--- src/rtl/clock_pkg.sv ---
// Shared definitions for the clock/mode controller: mode encoding and field limits.
package clock_pkg;

  typedef enum logic [1:0] {
    MODE_RUN      = 2'd0,
    MODE_SET_HOUR = 2'd1,
    MODE_SET_MIN  = 2'd2,
    MODE_SET_SEC  = 2'd3
  } mode_e;

  localparam int HOUR_LIMIT = 24;
  localparam int MIN_LIMIT  = 60;

  // Mode sequence wraps SET_SEC back to RUN.
  function automatic mode_e next_mode(input mode_e m);
    return mode_e'(m + 2'd1);
  endfunction

endpackage

--- src/rtl/bcd_mod_cnt.sv ---
// Two-digit BCD modulo-N counter with increment, synchronous clear and same-cycle carry-out.
module bcd_mod_cnt #(
  parameter int N = 60
) (
  input  logic       clk,
  input  logic       rst_n,
  input  logic       inc,
  input  logic       clr,
  output logic [3:0] tens,
  output logic [3:0] ones,
  output logic       carry
);

  localparam logic [3:0] MAX_TENS = 4'((N - 1) / 10);
  localparam logic [3:0] MAX_ONES = 4'((N - 1) % 10);

  logic at_max;

  assign at_max = (tens == MAX_TENS) && (ones == MAX_ONES);
  // Combinational so the next counter up the chain advances on the same edge.
  assign carry  = inc && !clr && at_max;

  // NOTE: sequential state uses non-blocking assignments so every flop samples pre-edge values.
  always_ff @(posedge clk or negedge rst_n) begin
    if (!rst_n) begin
      tens <= 4'd0;
      ones <= 4'd0;
    end else if (clr) begin
      tens <= 4'd0;
      ones <= 4'd0;
    end else if (inc) begin
      if (at_max) begin
        tens <= 4'd0;
        ones <= 4'd0;
      end else if (ones == 4'd9) begin
        tens <= tens + 4'd1;
        ones <= 4'd0;
      end else begin
        ones <= ones + 4'd1;
      end
    end
  end

endmodule

--- src/rtl/clock_mode_ctrl.sv ---
// 24-hour BCD clock with a RUN/SET_HOUR/SET_MIN/SET_SEC edit FSM and blinking field enables.
module clock_mode_ctrl
  import clock_pkg::*;
#(
  parameter int BLINK_HALF = 1
) (
  input  logic       clk,
  input  logic       rst_n,
  input  logic       i_sw_mode,
  input  logic       i_sw_up,
  input  logic       i_tick_sec,
  input  logic       i_tick_blink,
  output logic [3:0] hour10,
  output logic [3:0] hour0,
  output logic [3:0] min10,
  output logic [3:0] min0,
  output logic [3:0] sec10,
  output logic [3:0] sec0,
  output logic       dis_hour,
  output logic       dis_min,
  output logic       dis_sec,
  output logic [1:0] o_mode
);

  localparam logic [3:0] BLINK_LAST = 4'(BLINK_HALF - 1);

  mode_e      state, state_nxt;
  logic       run, up_eff;
  logic       sec_inc, sec_clr, sec_carry;
  logic       min_inc, min_carry;
  logic       hour_inc, hour_carry_unused;
  logic [3:0] blink_cnt, blink_cnt_nxt;
  logic       blink_phase, blink_phase_nxt;

  always_ff @(posedge clk or negedge rst_n) begin
    if (!rst_n) state <= MODE_RUN;
    else        state <= state_nxt;
  end

  // NOTE: every always_comb output gets a default first so no latch is inferred.
  always_comb begin
    state_nxt = state;
    if (i_sw_mode) state_nxt = next_mode(state);
  end

  assign o_mode = state;
  assign run    = (state == MODE_RUN);
  // A mode step in the same cycle wins; the up pulse is dropped.
  assign up_eff = i_sw_up && !i_sw_mode && !run;

  // Carries only ripple in RUN, so edits never spill into the next field.
  assign sec_inc  = run && i_tick_sec;
  assign sec_clr  = up_eff && (state == MODE_SET_SEC);
  assign min_inc  = (run && sec_carry) || (up_eff && (state == MODE_SET_MIN));
  assign hour_inc = (run && min_carry) || (up_eff && (state == MODE_SET_HOUR));

  bcd_mod_cnt #(.N(MIN_LIMIT)) u_sec (
    .clk   (clk),
    .rst_n (rst_n),
    .inc   (sec_inc),
    .clr   (sec_clr),
    .tens  (sec10),
    .ones  (sec0),
    .carry (sec_carry)
  );

  bcd_mod_cnt #(.N(MIN_LIMIT)) u_min (
    .clk   (clk),
    .rst_n (rst_n),
    .inc   (min_inc),
    .clr   (1'b0),
    .tens  (min10),
    .ones  (min0),
    .carry (min_carry)
  );

  bcd_mod_cnt #(.N(HOUR_LIMIT)) u_hour (
    .clk   (clk),
    .rst_n (rst_n),
    .inc   (hour_inc),
    .clr   (1'b0),
    .tens  (hour10),
    .ones  (hour0),
    .carry (hour_carry_unused)
  );

  // Any mode change or edit restarts the blink so the field is shown at once.
  always_comb begin
    blink_cnt_nxt   = blink_cnt;
    blink_phase_nxt = blink_phase;
    if ((state_nxt != state) || up_eff) begin
      blink_cnt_nxt   = 4'd0;
      blink_phase_nxt = 1'b1;
    end else if (i_tick_blink) begin
      if (blink_cnt == BLINK_LAST) begin
        blink_cnt_nxt   = 4'd0;
        blink_phase_nxt = ~blink_phase;
      end else begin
        blink_cnt_nxt   = blink_cnt + 4'd1;
      end
    end
  end

  always_ff @(posedge clk or negedge rst_n) begin
    if (!rst_n) begin
      blink_cnt   <= 4'd0;
      blink_phase <= 1'b1;
      dis_hour    <= 1'b1;
      dis_min     <= 1'b1;
      dis_sec     <= 1'b1;
    end else begin
      blink_cnt   <= blink_cnt_nxt;
      blink_phase <= blink_phase_nxt;
      dis_hour    <= (state_nxt != MODE_SET_HOUR) || blink_phase_nxt;
      dis_min     <= (state_nxt != MODE_SET_MIN)  || blink_phase_nxt;
      dis_sec     <= (state_nxt != MODE_SET_SEC)  || blink_phase_nxt;
    end
  end

endmodule

--- config.mk ---
export PLATFORM = sky130hd
export DESIGN_NAME = clock_mode_ctrl
export DESIGN_NICKNAME = d
export VERILOG_FILES = /design/src/rtl/clock_pkg.sv /design/src/rtl/bcd_mod_cnt.sv /design/src/rtl/clock_mode_ctrl.sv
export SDC_FILE = /design/constraint.sdc
export NUM_CORES = 1
export LEC_CHECK = 0
export CORE_UTILIZATION = 35
export CTS_BUF_LIST = sky130_fd_sc_hd__clkbuf_4
export DETAILED_ROUTE_END_ITERATION = 10
export SYNTH_ARGS = -nofsm -noshare
export SYNTH_HDL_FRONTEND = slang
export SYNTH_SLANG_ARGS = --single-unit
--- constraint.sdc ---
create_clock -name clk -period 5.9 [get_ports clk]
set_input_delay 1.18 -clock clk [delete_from_list [all_inputs] [get_ports clk]]
set_output_delay 1.18 -clock clk [all_outputs]
set_load 0.02 [all_outputs]
=== Yosys cells after proc, flatten, opt, wreduce, memory -nomap -nowiden ===
Index checks and enable logic that the tools add are counted.

* Register bits: 34
* Bits of input ports: 6
* Output and inout bits: 29
* Word-level logic and storage cells: 91

* $add $sub $neg: 8
* Equal/unequal tests: 14
* Multiplexer cells: 23
* Bitwise operators: 1
* Reductions and logical operators: 33

{| class="wikitable"
|+ Operators with widths
! operator !! count
|-
| $mux 4 || 19
|-
| $add 4x1->4 const B || 7
|-
| $logic_and 1x1->1 || 14
|-
| $eq 4x4->1 const B || 3
|-
| $eq 4x2->1 const B || 2
|-
| $eq 4x3->1 const B || 2
|-
| $reduce_bool 2->1 || 4
|-
| $logic_or 1x1->1 || 6
|-
| $reduce_and 2->1 || 3
|-
| $eq 2x2->1 const B || 2
|-
| $logic_not 4->1 || 1
|-
| $ne 2x2->1 const B || 2
|-
| $logic_not 1->1 || 3
|-
| $mux 1 || 3
|-
| $reduce_bool 3->1 || 1
|-
| $add 2x1->2 const B || 1
|-
| $eq 2x1->1 const B || 1
|-
| $logic_not 2->1 || 1
|-
| $mux 2 || 1
|-
| $ne 2x1->1 const B || 1
|-
| $ne 2x2->1 || 1
|-
| $not 1->1 || 1
|}

=== Longest topological paths before layout ===
* Word-level depth: 13
* Depth in mapped cells: 9

=== Hierarchy ===
A second synthesis with hierarchy kept.

* Cell total of the unflattened synthesis: 209
* Area, all modules: 2100.8 um^2

{| class="wikitable"
|+ By module, submodules not included
! module !! instances !! cells an instance !! area each (um^2)
|-
| bcd_mod_cnt at u_min ... || 2 || 50 || 488.0
|-
| clock_mode_ctrl || 1 || 55 || 613.1
|-
| bcd_mod_cnt at u_hour || 1 || 54 || 511.7
|}

=== Least setup slack after synthesis ===
Ideal clock, no wire load.

* Kind: input to register
* Start: input i_sw_mode
* End: register dis_min
* Library setup time: 0.088 ns
* Data arrival time: 2.531 ns
* Required time: 5.812 ns
* Slack: 3.281 ns
* Stages: 6
* Buffers on the path: 0
* Cells stage by stage: ha_1 > xor2_1 > or3_1 > nor2b_2 > inv_1 > or3_1

* Longest elaborated chain between the ends: 6
* Elaborated cells between the ends (all ways): 9

{| class="wikitable"
|+ Ends and longest elaborated chain
! element !! line !! RTL
|-
| start, declared || clock_mode_ctrl.sv:9 || <nowiki>input logic i_sw_mode,</nowiki>
|-
| parallel branches: the longest is 3 deep, another holds $mux 2 || -- ||
|-
| $logic_or 1x1->1 (*) || clock_mode_ctrl.sv:91 || <nowiki>if ((state_nxt != state) || up_eff) begin</nowiki>
|-
| $mux 1 (*) || clock_mode_ctrl.sv:91 ||
|-
| named net blink_phase_nxt || clock_mode_ctrl.sv:33 || <nowiki>logic blink_phase, blink_phase_nxt;</nowiki>
|-
| $logic_or 1x1->1 (*) || clock_mode_ctrl.sv:115 || <nowiki>dis_min <= (state_nxt != MODE_SET_MIN) || blink_phase_nxt;</nowiki>
|-
| end signal, assigned || clock_mode_ctrl.sv:115 ||
|-
| end, declared || clock_mode_ctrl.sv:20 || <nowiki>output logic dis_min,</nowiki>
|}

Mark *: on every way through the listed nets, which the timed path passes.
A chain may end at the register's enable or synchronous reset.

=== Worst setup path after layout ===
* Start: input i_sw_mode
* End: register dis_min

* Elaborated cells between the ends (all ways): 9

{| class="wikitable"
|+ RTL lines
! element !! line !! RTL
|-
| $mux 2 || clock_mode_ctrl.sv:43 || <nowiki>if (i_sw_mode) state_nxt = next_mode(state);</nowiki>
|-
| named net state_nxt[0] || clock_mode_ctrl.sv:27 || <nowiki>mode_e state, state_nxt;</nowiki>
|-
| $ne 2x2->1 || clock_mode_ctrl.sv:91 ||
|-
| $logic_or 1x1->1 || clock_mode_ctrl.sv:91 ||
|-
| $mux 1 || clock_mode_ctrl.sv:91 ||
|-
| named net blink_phase_nxt || clock_mode_ctrl.sv:33 ||
|-
| $logic_or 1x1->1 || clock_mode_ctrl.sv:115 ||
|}

The timed path passes the listed nets, and every way through them passes these cells.

==> impl_metrics.json <==
{
  "track_usage_pct": 14.1,
  "maxUsedRoutingLayer": "met4",
  "finalWirelength_um": 3690,
  "fp.dieArea_sq_mm": 0.00581,
  "cts_buffers": 5,
  "cts_tree": "done",
  "finalNetCount": 247,
  "drt_iter0_markers": 70,
  "syn_to_final_growth_pct": 23.6,
  "period_share_pct": 49.6,
  "cp-start-kind": "primary input",
  "remaining_drc_errors": 0,
  "ys_warn_count": 0,
  "ant_nets": 0,
  "dp_slack_ps": 2610,
  "setup_viol": 0,
  "leakage_nw": 1.06,
  "routed-wl-met2_um": 1710,
  "rows": 26,
  "maxSlewHeadroom_pct": 70.6,
  "cp-end-kind": "register",
  "dp.cells": 285,
  "status": "completed",
  "cts_sinks": 34,
  "clkLatencyLatePin_ps": 330,
  "power_density_mw_per_mm2": 399,
  "first_pass_iters": 4,
  "avgSynthCellArea_sq_um": 10.5,
  "synth_cell_types": 44,
  "post_cts_buffers": 0,
  "cts_hold_buffers": 0,
  "synth-async-reset-ratio_pct": 100,
  "maxCapViolCount": 0,
  "cp_max_fo": 5,
  "synth_edf_count": 0,
  "rsz0062_at_grt": "false",
  "ys.flop_type": "dfrtp_1",
  "peakVddDrop_uv": 171,
  "finalSetupTns_ps": 0,
  "core_sq_mm": 0.00520,
  "syn_nets": 208,
  "h-tree-depth": 2,
  "seq_area_frac_synth_pct": 44.4,
  "fin_skew_ps": 9.56,
  "wire_per_inst_um": 12.6,
  "slew_violations": 0,
  "top_level_ports": 35,
  "fin_util_pct": 45.8,
  "max_freq_mhz": 342,
  "cts_root_buf": "clkbuf_4",
  "grt_max_degree": 35,
  "grt-ovfl-total": 0,
  "globalplace.congestion": 0.801,
  "fin_cells": 293,
  "cp.arrival_ps": 3190,
  "total_power_w": 0.000952,
  "layout-drive-gt1-share_pct": 9.87,
  "dpl.hpwl_um": 2630,
  "die_y_um": 76.2,
  "min_path_type": "register to register",
  "grt_pass1_wl_um": 6470,
  "clockBufferDepth": 2,
  "die_x_um": 76.2,
  "netlist_area_sq_mm": 0.00193,
  "tightest_slew_ps": 441,
  "clkTransAtPathRegs_ps": 110,
  "timing.final.ws_setup_ps": 2970,
  "first_global_vias": 1345,
  "wl_met3_um": 156,
  "vias": 1402,
  "diodes": 0,
  "postSynthCellCount": 183,
  "port_buffers": 34,
  "vias_per_cell": 4.78,
  "finalHoldViolations": 0,
  "cts_resized": 0,
  "start_util_pct": 37.0,
  "worstPathRequired_ps": 6160,
  "critPathKind": "primary input to register",
  "synth_seq_cells": 34,
  "antenna_found_initial": 0,
  "fin_crit_ps": 2930,
  "drt-met1-wl_um": 1760,
  "nFillCells": 495
}
[cell type report]
class                           count  area (sq um)  area share [%]
Clock buffer                        6          45.0            1.89
Clock inverter                      2          8.76           0.368
Inverter                           15          56.3            2.36
Multi-Input combinational cell    131           981            41.2
Sequential cell                    34           856            35.9
Tap cell                           70          87.6            3.68
Timing Repair Buffer               35           348            14.6
[cell families (layout without fill, tap and decap cells)]
| family | after synthesis | count (layout) | synth area share [%] |
|---|---|---|---|
| fa+ha+maj | 19 | 19 | 12.3 |
| flops | 34 | 34 | 44.4 |
| buf+inv | 18 | 58 | 4.67 |
| simple gates | 67 | 67 | 20.3 |
| compound gates | 35 | 35 | 13.4 |
| mux | 3 | 3 | 1.69 |
| xor+xnor | 7 | 7 | 3.18 |
[Yosys cell counts (2+ instances only)]
library cell	number	area share, %
a21o_1	3	1.2
a21oi_1	7	1.8
and3b_1	4	1.8
buf_6	3	1.8
dfrtp_1	30	39
dfstp_2	4	5.5
ha_1	19	12
inv_1	15	2.9
nand2_1	12	2.3
nand2b_1	3	0.97
nand3_1	6	1.6
nand4_1	3	0.97
nor2_1	12	2.3
nor2b_1	2	0.65
nor3_1	6	1.6
nor3b_1	3	1.2
o21ai_0	12	3.1
o31ai_1	3	1.2
or3_1	6	1.9
xor2_1	6	2.7
[stage by stage]
stage	hold slack, ps	instance area, sq um
3_5_place_dp	494	2330
3_3_place_gp	492	2330
2_1_floorplan	496	1930
4_1_cts	510	2380
5_1_grt	537	2380
6_report	500	2380
[routing by layer]
layer  GRT usage, %  up-vias
li1               -      723
met1           18.5      649
met2           21.7       23
met3           4.55        7
met4           5.19        0
met5              0        -
[placed cells by master, fill, tap and decap left out, types with 2 or more instances in the layout]
cell / n
clkbuf_4: 6
nand3_1: 6
a21oi_1: 7
nand4_1: 3
o31ai_1: 3
or3_1: 6
nor2b_1: 2
nor3_1: 6
clkdlybuf4s50_1: 34
o21ai_0: 12
dfstp_2: 4
nor2_1: 12
a21o_1: 3
nor3b_1: 3
ha_1: 19
and3b_1: 4
xor2_1: 6
dfrtp_1: 30
nand2_1: 12
inv_1: 15
nand2b_1: 3
[state kept, by name, indices dropped and copies added (netlist names)]
signal       cells
blink_cnt        4
u_hour.ones      4
u_hour.tens      4
u_min.ones       4
u_min.tens       4
u_sec.ones       4
u_sec.tens       4
o_mode           2
blink_phase      1
dis_hour         1
dis_min          1
dis_sec          1
[path summary, 6_finish.rpt]
path | end | start | cells after the start | slack [ps]
min | u_hour.tens[3] | u_hour.tens[3] | 1 | 500
max | dis_min | i_sw_mode | 7 | 2970
max reg2reg | u_min.tens[3] | o_mode[0] | 7 | 3670
min in group asynchronous | u_hour.ones[0] | rst_n | 2 | 1240
min reg2reg | u_hour.tens[3] | u_hour.tens[3] | 1 | 500
max in group asynchronous | blink_phase | rst_n | 2 | 4320
[where the power goes]
part,switching [W],internal [W]
Combinational,0.000234,0.000202
Sequential,0.0000843,0.000303
Clock,0.0000792,0.0000494
[critical path, cell delays in order]
cell and delay, ps:
clkdlybuf4s50_1 510, ha_1 400, xor2_1 150, or3_1 400
nor2b_2 170, inv_1 70, or3_1 300
Note: power is estimated with default switching activity, not from simulation.
